==> config.mk <==
export PLATFORM = sky130hd
export DESIGN_NAME = b_rx_framer_322
export DESIGN_NICKNAME = d
export VERILOG_FILES = /design/src/rtl/b_rx_framer_322_pkg.sv /design/src/rtl/b_rx_framer_322_sym_fifo.sv /design/src/rtl/b_rx_framer_322.sv
export SDC_FILE = /design/constraint.sdc
export NUM_CORES = 1
export LEC_CHECK = 0
export BUFFER_PORTS_ARGS = -buffer_cell sky130_fd_sc_hd__buf_2
export CELL_PAD_IN_SITES_DETAIL_PLACEMENT = 0
export CELL_PAD_IN_SITES_GLOBAL_PLACEMENT = 2
export CORE_MARGIN = 3
export CORE_UTILIZATION = 40
export CTS_CLUSTER_SIZE = 12
export DETAILED_ROUTE_END_ITERATION = 6
export GPL_TIMING_DRIVEN = 1
export PLACE_DENSITY_LB_ADDON = 0.3
export SLEW_MARGIN = 10
export SYNTH_ARGS = -nofsm -noshare
export SYNTH_HDL_FRONTEND = slang
export SYNTH_SLANG_ARGS = --single-unit
==> constraint.sdc <==
create_clock -name clock -period 2.4 [get_ports clock]
set_input_delay 0.72 -clock clock [delete_from_list [all_inputs] [get_ports clock]]
set_output_delay 0.72 -clock clock [all_outputs]
set_load 0.005 [all_outputs]
==> src/rtl/b_rx_framer_322_pkg.sv <==
// Shared definitions for the (3,2,2) backward-label Viterbi front end.
// Holds the FSM state encoding, the code parameters and the default pacing/FIFO sizes.
// The decoder's control unit imports the same values.
package b_rx_framer_322_pkg;

    // Convolutional code parameters: n output bits per k input bits.
    localparam int unsigned CODE_N = 3;
    localparam int unsigned CODE_K = 2;

    // Defaults shared with the decoder control unit.
    localparam int unsigned DEF_FIFO_DEPTH = 4;
    localparam int unsigned DEF_SEQ_GAP    = 4;
    localparam int unsigned DEF_FRAME_SYMS = 16;

    // Framer FSM encoding (legacy-compatible constants).
    typedef logic [1:0] fsm_state_t;
    localparam fsm_state_t StIdle    = 2'd0;
    localparam fsm_state_t StCollect = 2'd1;
    localparam fsm_state_t StFlush   = 2'd2;

    // Pointer width for a power-of-2 FIFO: index bits plus one wrap bit.
    function automatic int unsigned ptr_width(input int unsigned depth);
        return $clog2(depth) + 1;
    endfunction

endpackage

==> src/rtl/b_rx_framer_322_sym_fifo.sv <==
// b_sym_fifo: synchronous symbol FIFO with parameterised width and power-of-2 depth.
// Pointers carry one extra wrap bit so full and empty are distinguishable.
// A push on a full FIFO is accepted only when a pop happens in the same cycle.
module b_sym_fifo
    import b_rx_framer_322_pkg::*;
#(
    parameter int unsigned WIDTH = CODE_N,
    parameter int unsigned DEPTH = DEF_FIFO_DEPTH
) (
    input  logic             clock,
    input  logic             reset,
    input  logic             clear,
    input  logic             push,
    input  logic             pop,
    input  logic [WIDTH-1:0] wdata,
    output logic [WIDTH-1:0] rdata,
    output logic             full,
    output logic             empty
);

    localparam int unsigned AW = $clog2(DEPTH);
    localparam int unsigned PW = ptr_width(DEPTH);

    logic [WIDTH-1:0] mem_q [DEPTH];
    logic [PW-1:0]    wr_ptr_q, wr_ptr_d;
    logic [PW-1:0]    rd_ptr_q, rd_ptr_d;
    logic             wr_en;
    logic             rd_en;

    assign empty = (wr_ptr_q == rd_ptr_q);
    assign full  = (wr_ptr_q[AW] != rd_ptr_q[AW]) && (wr_ptr_q[AW-1:0] == rd_ptr_q[AW-1:0]);
    assign rdata = mem_q[rd_ptr_q[AW-1:0]];

    // The head is consumed combinationally, so its slot may be rewritten in the same cycle.
    assign rd_en = pop && !empty;
    assign wr_en = push && (!full || rd_en);

    // Pointer next-state; clear wins over any concurrent push or pop.
    always_comb begin
        wr_ptr_d = wr_ptr_q;
        rd_ptr_d = rd_ptr_q;
        if (clear) begin
            wr_ptr_d = '0;
            rd_ptr_d = '0;
        end else begin
            if (wr_en) wr_ptr_d = wr_ptr_q + PW'(1);
            if (rd_en) rd_ptr_d = rd_ptr_q + PW'(1);
        end
    end

    // Pointer registers.
    always_ff @(posedge clock or negedge reset) begin
        if (!reset) begin
            wr_ptr_q <= '0;
            rd_ptr_q <= '0;
        end else begin
            wr_ptr_q <= wr_ptr_d;
            rd_ptr_q <= rd_ptr_d;
        end
    end

    // Storage array; contents are don't-care while empty, so no reset.
    always_ff @(posedge clock) begin
        if (wr_en && !clear) begin
            mem_q[wr_ptr_q[AW-1:0]] <= wdata;
        end
    end

endmodule

==> src/rtl/b_rx_framer_322.sv <==
// b_rx_framer_322: serial-to-symbol framer feeding the (3,2,2) Viterbi decoder.
// Assembles N-bit symbols MSB-first, queues them in b_sym_fifo and issues them on Rx with a
// one-cycle seq_ready strobe, at least SEQ_GAP cycles apart.
// Optional feature macro: RX_RESYNC_EN (rising sync_error aborts the current frame).
module b_rx_framer_322
    import b_rx_framer_322_pkg::*;
#(
    parameter int unsigned N          = CODE_N,
    parameter int unsigned FRAME_SYMS = DEF_FRAME_SYMS,
    parameter int unsigned SEQ_GAP    = DEF_SEQ_GAP,
    parameter int unsigned FIFO_DEPTH = DEF_FIFO_DEPTH
) (
    input  logic         clock,
    input  logic         reset,
    input  logic         ser_in,
    input  logic         ser_valid,
    input  logic         frame_start,
    input  logic         sync_error,
    output logic [N-1:0] Rx,
    output logic         seq_ready,
    output logic         frame_done,
    output logic         overflow,
    output logic         busy
);

    localparam int unsigned BIT_W = (N > 1) ? $clog2(N) : 1;
    localparam int unsigned SYM_W = $clog2(FRAME_SYMS + 1);
    localparam int unsigned GAP_W = 4;

    fsm_state_t       state_q, state_d;
    logic [BIT_W-1:0] bit_cnt_q, bit_cnt_d;
    logic [SYM_W-1:0] sym_cnt_q, sym_cnt_d;
    logic [N-1:0]     shift_q, shift_d;
    logic [GAP_W-1:0] gap_q, gap_d;
    logic [N-1:0]     rx_q, rx_d;
    logic             seq_ready_q;
    logic             frame_done_q, frame_done_d;
    logic             overflow_q, overflow_d;

    logic             start_ok;
    logic             take_bit;
    logic [BIT_W-1:0] bit_base;
    logic [SYM_W-1:0] sym_base;
    logic [SYM_W-1:0] sym_next;
    logic [N-1:0]     new_sym;
    logic             sym_done;
    logic             resync;
    logic             can_issue;
    logic             issue_head;
    logic             bypass;
    logic             issue;
    logic             fifo_push;
    logic             fifo_clear;
    logic             fifo_full;
    logic             fifo_empty;
    logic [N-1:0]     fifo_head;

`ifdef RX_RESYNC_EN
    logic sync_q;

    // Previous sync_error level for rising-edge detection.
    always_ff @(posedge clock or negedge reset) begin
        if (!reset) sync_q <= 1'b0;
        else        sync_q <= sync_error;
    end

    assign resync = sync_error && !sync_q && (state_q != StIdle);
`else
    logic unused_sync_error;
    assign unused_sync_error = sync_error;
    assign resync            = 1'b0;
`endif

    // A frame_start is honoured only from IDLE; its same-cycle bit is bit 0 of the frame.
    assign start_ok = (state_q == StIdle) && frame_start;
    assign take_bit = ser_valid && (start_ok || (state_q == StCollect));
    assign bit_base = start_ok ? '0 : bit_cnt_q;
    assign sym_base = start_ok ? '0 : sym_cnt_q;
    assign sym_next = sym_base + SYM_W'(1);
    assign new_sym  = N'({shift_q, ser_in});
    assign sym_done = take_bit && (bit_base == BIT_W'(N - 1));

    // A symbol completing into an empty FIFO bypasses it so the strobe follows one cycle later.
    assign can_issue  = (gap_q == '0) && !resync;
    assign issue_head = can_issue && !fifo_empty;
    assign bypass     = can_issue && fifo_empty && sym_done;
    assign issue      = issue_head || bypass;
    assign fifo_push  = sym_done && !bypass;
    assign fifo_clear = start_ok || resync;

    b_sym_fifo #(
        .WIDTH (N),
        .DEPTH (FIFO_DEPTH)
    ) u_sym_fifo (
        .clock (clock),
        .reset (reset),
        .clear (fifo_clear),
        .push  (fifo_push),
        .pop   (issue_head),
        .wdata (new_sym),
        .rdata (fifo_head),
        .full  (fifo_full),
        .empty (fifo_empty)
    );

    // Frame FSM, bit/symbol counters and shift register.
    always_comb begin
        state_d      = state_q;
        bit_cnt_d    = bit_cnt_q;
        sym_cnt_d    = sym_cnt_q;
        shift_d      = shift_q;
        frame_done_d = 1'b0;

        if (start_ok) begin
            state_d   = StCollect;
            bit_cnt_d = '0;
            sym_cnt_d = '0;
        end

        if (take_bit) begin
            shift_d = new_sym;
            if (sym_done) begin
                bit_cnt_d = '0;
                sym_cnt_d = sym_next;
                // Dropped symbols still count, so the frame always terminates.
                if (sym_next == SYM_W'(FRAME_SYMS)) state_d = StFlush;
            end else begin
                bit_cnt_d = bit_base + BIT_W'(1);
            end
        end

        // Empty FIFO in FLUSH means the last strobe is already on the outputs.
        if ((state_q == StFlush) && fifo_empty) begin
            frame_done_d = 1'b1;
            state_d      = StIdle;
        end

        if (resync) begin
            state_d      = StIdle;
            bit_cnt_d    = '0;
            frame_done_d = 1'b0;
        end
    end

    // Issue path: output symbol, pacing counter and sticky overflow.
    always_comb begin
        rx_d       = rx_q;
        gap_d      = (gap_q != '0) ? gap_q - GAP_W'(1) : '0;
        overflow_d = overflow_q;

        if (issue) begin
            rx_d  = issue_head ? fifo_head : new_sym;
            gap_d = GAP_W'(SEQ_GAP - 1);
        end

        if (start_ok) begin
            overflow_d = 1'b0;
        end else if (sym_done && fifo_full && !issue_head) begin
            overflow_d = 1'b1;
        end
    end

    // State registers.
    always_ff @(posedge clock or negedge reset) begin
        if (!reset) begin
            state_q      <= StIdle;
            bit_cnt_q    <= '0;
            sym_cnt_q    <= '0;
            shift_q      <= '0;
            gap_q        <= '0;
            rx_q         <= '0;
            seq_ready_q  <= 1'b0;
            frame_done_q <= 1'b0;
            overflow_q   <= 1'b0;
        end else begin
            state_q      <= state_d;
            bit_cnt_q    <= bit_cnt_d;
            sym_cnt_q    <= sym_cnt_d;
            shift_q      <= shift_d;
            gap_q        <= gap_d;
            rx_q         <= rx_d;
            seq_ready_q  <= issue;
            frame_done_q <= frame_done_d;
            overflow_q   <= overflow_d;
        end
    end

    assign Rx         = rx_q;
    assign seq_ready  = seq_ready_q;
    assign frame_done = frame_done_q;
    assign overflow   = overflow_q;
    assign busy       = (state_q != StIdle);

endmodule

* Word level (Yosys, flattened, before mapping) *
Memories as Yosys holds them, arrays and structs flattened.
Index checks and enable logic that the tools add are counted.

cells by class
  bitwise operators = 0
  reductions and logical operators = 29
  magnitude comparators = 0
  div/mod/pow operators = 0
  $mul = 0
  add/subtract/negate cells = 5
  shift-type cells = 0
  multiplexer cells = 23
  equality and inequality tests = 7

operators by type and width
  cell                                                                number
  2-bit 2-to-1 mux                                                    8
  3-bit 2-to-1 mux                                                    5
  5-bit 2-to-1 mux                                                    3
  1-bit logical AND                                                   14
  4-bit 2-to-1 mux                                                    2
  2-bit nonzero test                                                  4
  3-bit by 1-bit adder with 3-bit output, second input constant       2
  5-bit by 1-bit adder with 5-bit output, second input constant       1
  5-bit == test, second input constant                                1
  1-bit zero test                                                     5
  1-bit 2-to-1 mux                                                    5
  2-bit == test, second input constant                                2
  4-bit zero test                                                     1
  4-bit nonzero test                                                  1
  4-bit by 1-bit subtractor with 4-bit output, second input constant  1
  3-bit == test                                                       1
  1-bit logical OR                                                    3
  2-bit by 1-bit adder with 2-bit output, second input constant       1
  2-bit by 1-bit == test with 1-bit output, second input constant     1
  2-bit == test                                                       1
  2-bit zero test                                                     1
  1-bit != test                                                       1

storage, ports and cells
  memory bits (read-only) = 0
  input bits = 6
  register bits after elaboration = 27
  word-level logic and storage cells = 76
  memories = 1
  memory bits (writable) = 12
  bits in latches = 0
  output and inout port bits = 7

memory list
  memory            words  width  read ports  clocked after Yosys merged registers in  write ports  line                            source
  u_sym_fifo.mem_q  4      3      1           0                                        1            b_rx_framer_322_sym_fifo.sv:24  logic [WIDTH-1:0] mem_q [DEPTH];

* Logic depth before layout (Yosys ltp) *
  depth in word-level cells = 12
  mapped depth = 6
  depth with buffers taken out = 5

* Hierarchy *
A second synthesis with hierarchy kept.

second synthesis, totals
  cells, all modules = 178
  area total of the unflattened synthesis = 2064.5 µm²

modules (own cells, without submodules)
  module           seq. area each (µm²)  area each (µm²)  times used  cells each
  b_rx_framer_322  525.5                 1062.3           1           106
  b_sym_fifo       510.5                 1002.2           1           72

* Worst setup path after synthesis *
Ideal clock, no wire load.

  path type = input to register
  start = input port frame_start
  end = register sym_cnt_q[4]
  stages on the path = 5
  data arrival time = 1.724 ns
  setup slack = 0.552 ns
  path buffers = 0
  required time = 2.275 ns
  library setup time = 0.125 ns
  cell sequence = nor3b_1 > nor2b_1 > ha_1 > nand4_1 > mux2_2

between the ends
  longest elaborated chain between the ends = 6
  elaborated cells on any way between the ends = 10
  classes of those cells = 1 x add/sub; 1 x eq/ne; 4 x mux; 4 x reduce/logical

ends and longest elaborated chain
  element                                                                         line                    source
  start, declared                                                                 b_rx_framer_322.sv:17   input logic frame_start,
  1-bit logical AND *                                                             b_rx_framer_322.sv:75   assign start_ok = (state_q == StIdle) && frame_start;
  branches (longest 4 deep; another with 5-bit by 1-bit adder with 5-bit output)  n/a
  5-bit 2-to-1 mux *                                                              b_rx_framer_322.sv:120  if (take_bit) begin
  net sym_cnt_d[4]                                                                b_rx_framer_322.sv:32   logic [SYM_W-1:0] sym_cnt_q, sym_cnt_d;
  end signal, assigned                                                            b_rx_framer_322.sv:178  sym_cnt_q <= sym_cnt_d;
  end, declared                                                                   b_rx_framer_322.sv:32

Mark *: on every way through the listed nets, which the timed path passes.
A chain may end at the register's enable or synchronous reset.

* Final worst setup path *
  start = register gap_q[1]
  end = memory u_sym_fifo.mem_q[3][2] in the netlist's numbering (enable)

between the ends
  longest elaborated chain between the ends = 9
  elaborated cells on any way between the ends = 12
  classes of those cells = 2 x mux; 10 x reduce/logical

ends and longest elaborated chain
  element                                   line                            source
  start, declared                           b_rx_framer_322.sv:34           logic [GAP_W-1:0] gap_q, gap_d;
  start signal, assigned                    b_rx_framer_322.sv:180          gap_q <= gap_d;
  4-bit zero test *                         b_rx_framer_322.sv:84           assign can_issue = (gap_q == '0) && !resync;
  1-bit logical AND (2 in series)           b_rx_framer_322.sv:86           assign bypass = can_issue && fifo_empty && sym_done;
  1-bit zero test                           b_rx_framer_322.sv:88           assign fifo_push = sym_done && !bypass;
  1-bit logical AND                         b_rx_framer_322.sv:88
  1-bit logical AND *                       b_rx_framer_322_sym_fifo.sv:36  assign wr_en = push && (!full || rd_en);
  1-bit logical AND *                       b_rx_framer_322_sym_fifo.sv:64  if (wr_en && !clear) begin
  1-bit 2-to-1 mux *                        b_rx_framer_322_sym_fifo.sv:64
  1-bit 2-to-1 mux (implied by the code) *  b_rx_framer_322_sym_fifo.sv:65  mem_q[wr_ptr_q[AW-1:0]] <= wdata;
  end, declared                             b_rx_framer_322_sym_fifo.sv:24

Every way passes the cells marked *; elsewhere a longest branch is shown, timed or not.

==> flow_summary.toml <==
[outcome]
status = "complete, no violations"

[die]
die_height_um = 75.0
core_area_um2 = 4470
fp.dieW_um = 75.0
rows = 24
io_pins = 13
die-area_um2 = 5630
initial_core_util_pct = 42.6

[logic_synthesis]
synthXorXnorAreaFrac_pct = 4.53
ys_warn_count = 0
synth_adder_area_share_pct = 3.94
synth_top_family_by_area = "simple AND/OR/NAND/NOR gates"
synth-main-ff-cell = "dfrtp_1"
ys_async_sr_fraction_pct = 69.2
syn-cell-area_um2 = 1910
yosysUniqueCellTypes = 42
ys_top_cells_by_area = "dfrtp_1 35%, edfxtp_1 19%, ha_1 3.9%"
synth_seq_area_share_pct = 54.4
synthSimpleGateAreaFrac_pct = 15.5
syn-num-nets = 170
synth_edf_count = 12
avgSynthCellArea_um2 = 12.1
synth_compound_area_share_pct = 10.2
synth_top_cell_by_area = "dfrtp_1"
yosysTopAreaCellShare_pct = 35.5
synthMuxAreaShare_pct = 8.67
synth_cells = 158
ys_seq_elements = 39

[clocking]
numCtsBuffers = 5
htree_levels = 2
cts_setup_buffers = 0
hold_buffers = 0
cts_root_buf = "clkbuf_8"
clk_latency_ps = 290
path_clk_slew_ps = 70
cts_tree = "yes"
clock_sinks = 39
clock_path_buffers = 2
ctsResizeCount = 0

[cells_and_area]
area.growth.synth_to_final_pct = 11.3
drive_above_1_share_pct = 20.9
regArea_um2 = 1040
n_fill_cell = 405
final_common_cell = "dfrtp_1"
nets = 188
multi_input_area_um2 = 817
final_cell_mix = "27 x dfrtp_1, 17 x nor2_1, 12 x edfxtp_1"
n_antenna_cell = 0
postLayoutCellArea_um2 = 2120
stdcell_count = 229

[global_route]
grt_pass1_vias = 1240
grt.overflow.total = 0
antenna_found_initial = 0
grt_pass1_wl_um = 5870
grt_max_degree = 28
grt_use_total_pct = 14.1

[timing]
layout_min_cycle_time_ps = 1900
tightest_slew_ps = 597
setup_tns_ps = 0
fin_skew_ps = 5.85
period_share_pct = 79.4
relSlewSlack_pct = 60.2
rsz0062_at_grt = "no"
finalHoldViolCount = 0
timing.fmax_mhz = 525
setup_viol = 0
drv_slew = 0

[routing]
wl_um = 3370
drc_errors = 0
ant_nets = 0
routedWlPerCell_um = 14.7
first_iter_violations = 68
vias = 1206
vias_per_cell = 5.27
dr.pass1.iters = 4

[setup_path]
end_kind = "flip-flop"
worstPathMaxFanout = 6
required_ps = 2390
start_kind = "flip-flop"
worstSetupPathType = "reg -> reg"
cp_data_arrival_time_ps = 1900

[power]
power_density_nw_per_um2 = 1200
ir_worst_vdd_mv = 0.511
power_mw = 2.55
p_leak_nw = 0.891

[place]
dp_hpwl_um = 2480
gp_congestion = 0.750
port_buffers = 11
dpl.cell_count = 221
placed_area_um2 = 2040

[flow_run]
maxCapViolCount = 0

[worst_hold_path]
hold_path_class = "in -> async"
stage by stage:
stage | hold slack, ps | setup slack, ps | util, %
after detailed placement | 492 | 284 | 45.5
after floorplan | 424 | 552 | -
after global routing | 478 | 330 | 47.4
after CTS | 450 | 453 | 47.4
after global placement | 480 | 284 | 45.5
final | 436 | 495 | 47.4
worst max-delay path: stages, from the launching register on:
cell,delay (ps)
dfrtp_1,450
nor4_4,450
xnor2_1,220
a21oi_4,250
and2_1,230
power by group:
part,leakage [nW],switching [mW],internal [mW],total [mW]
Clock,0.0392,0.222,0.197,0.419
Combinational,0.404,0.506,0.508,1.01
Sequential,0.448,0.230,0.890,1.12
worst paths after layout:
| kind | depth (start not counted) | end | slack [ps] | startpoint |
|---|---|---|---|---|
| worst max-delay path | 4 | u_sym_fifo.mem_q[3][2]$_DFFE_PP_ | 500 | gap_q[1]$_DFF_PN0_ |
| max in group asynchronous | 1 | shift_q[1]$_DFFE_PN0N_ | 1570 | reset |
| worst min-delay path | 1 | Rx[1]$_DFFE_PN0P_ | 440 | reset |
| worst max register to register | 4 | u_sym_fifo.mem_q[3][2]$_DFFE_PP_ | 500 | gap_q[1]$_DFF_PN0_ |
| worst min register to register | 2 | overflow$_DFFE_PN0P_ | 500 | overflow$_DFFE_PN0P_ |
| min in group clock | 2 | overflow$_DFFE_PN0P_ | 500 | overflow$_DFFE_PN0P_ |
sequential cells by signal, indices dropped and copies added (netlist names), 2 cells and up:
name                 count
Rx                       3
shift_q                  2
u_sym_fifo.wr_ptr_q      3
sym_cnt_q                5
bit_cnt_q                2
u_sym_fifo.rd_ptr_q      3
state_q                  2
u_sym_fifo.mem_q        12
gap_q                    4
Yosys cell counts, types with 2 or more instances:
| cell type | number |
|---|---|
| mux2i_1 | 3 |
| a31oi_1 | 2 |
| ha_1 | 6 |
| and2_1 | 6 |
| o21ai_0 | 5 |
| nor2b_1 | 5 |
| a31o_2 | 3 |
| nand3_1 | 2 |
| mux4_2 | 3 |
| dfrtp_1 | 27 |
| a211oi_1 | 2 |
| nor2_1 | 17 |
| xor2_1 | 2 |
| buf_2 | 2 |
| nand2_1 | 10 |
| inv_1 | 9 |
| o31ai_1 | 4 |
| xnor2_1 | 6 |
| a22oi_1 | 3 |
| nor3b_1 | 4 |
| mux2_2 | 5 |
| edfxtp_1 | 12 |
metal layers:
| metal | up-vias | share of wire [%] | wire length [um] | track usage (%) |
|---|---|---|---|---|
| li1 | 600 | - | - | - |
| met4 | 0 | 1.2 | 42 | 5.34 |
| met2 | 17 | 46 | 1560 | 22.7 |
| met1 | 584 | 49 | 1650 | 18.2 |
| met3 | 5 | 3.6 | 123 | 3.60 |
| met5 | - | 0 | 0 | 0 |
layout make-up:
cell class	instances	area share [%]
clock buffer	5	3.24
clock inverter	3	0.708
inverter	9	1.59
multi-input combinational	106	38.5
sequential	39	48.8
tap	52	3.07
timing repair buffer	15	4.01
cells by family (layout without fill, tap and decap cells):
logic type | count (synthesis) | in the layout
fa+ha+maj | 6 | 6
mux | 12 | 12
flops | 39 | 39
compound gates | 26 | 26
xor+xnor | 9 | 9
buf+inv | 13 | 32
simple gates | 53 | 53
Power figures use the tool's default switching activity.
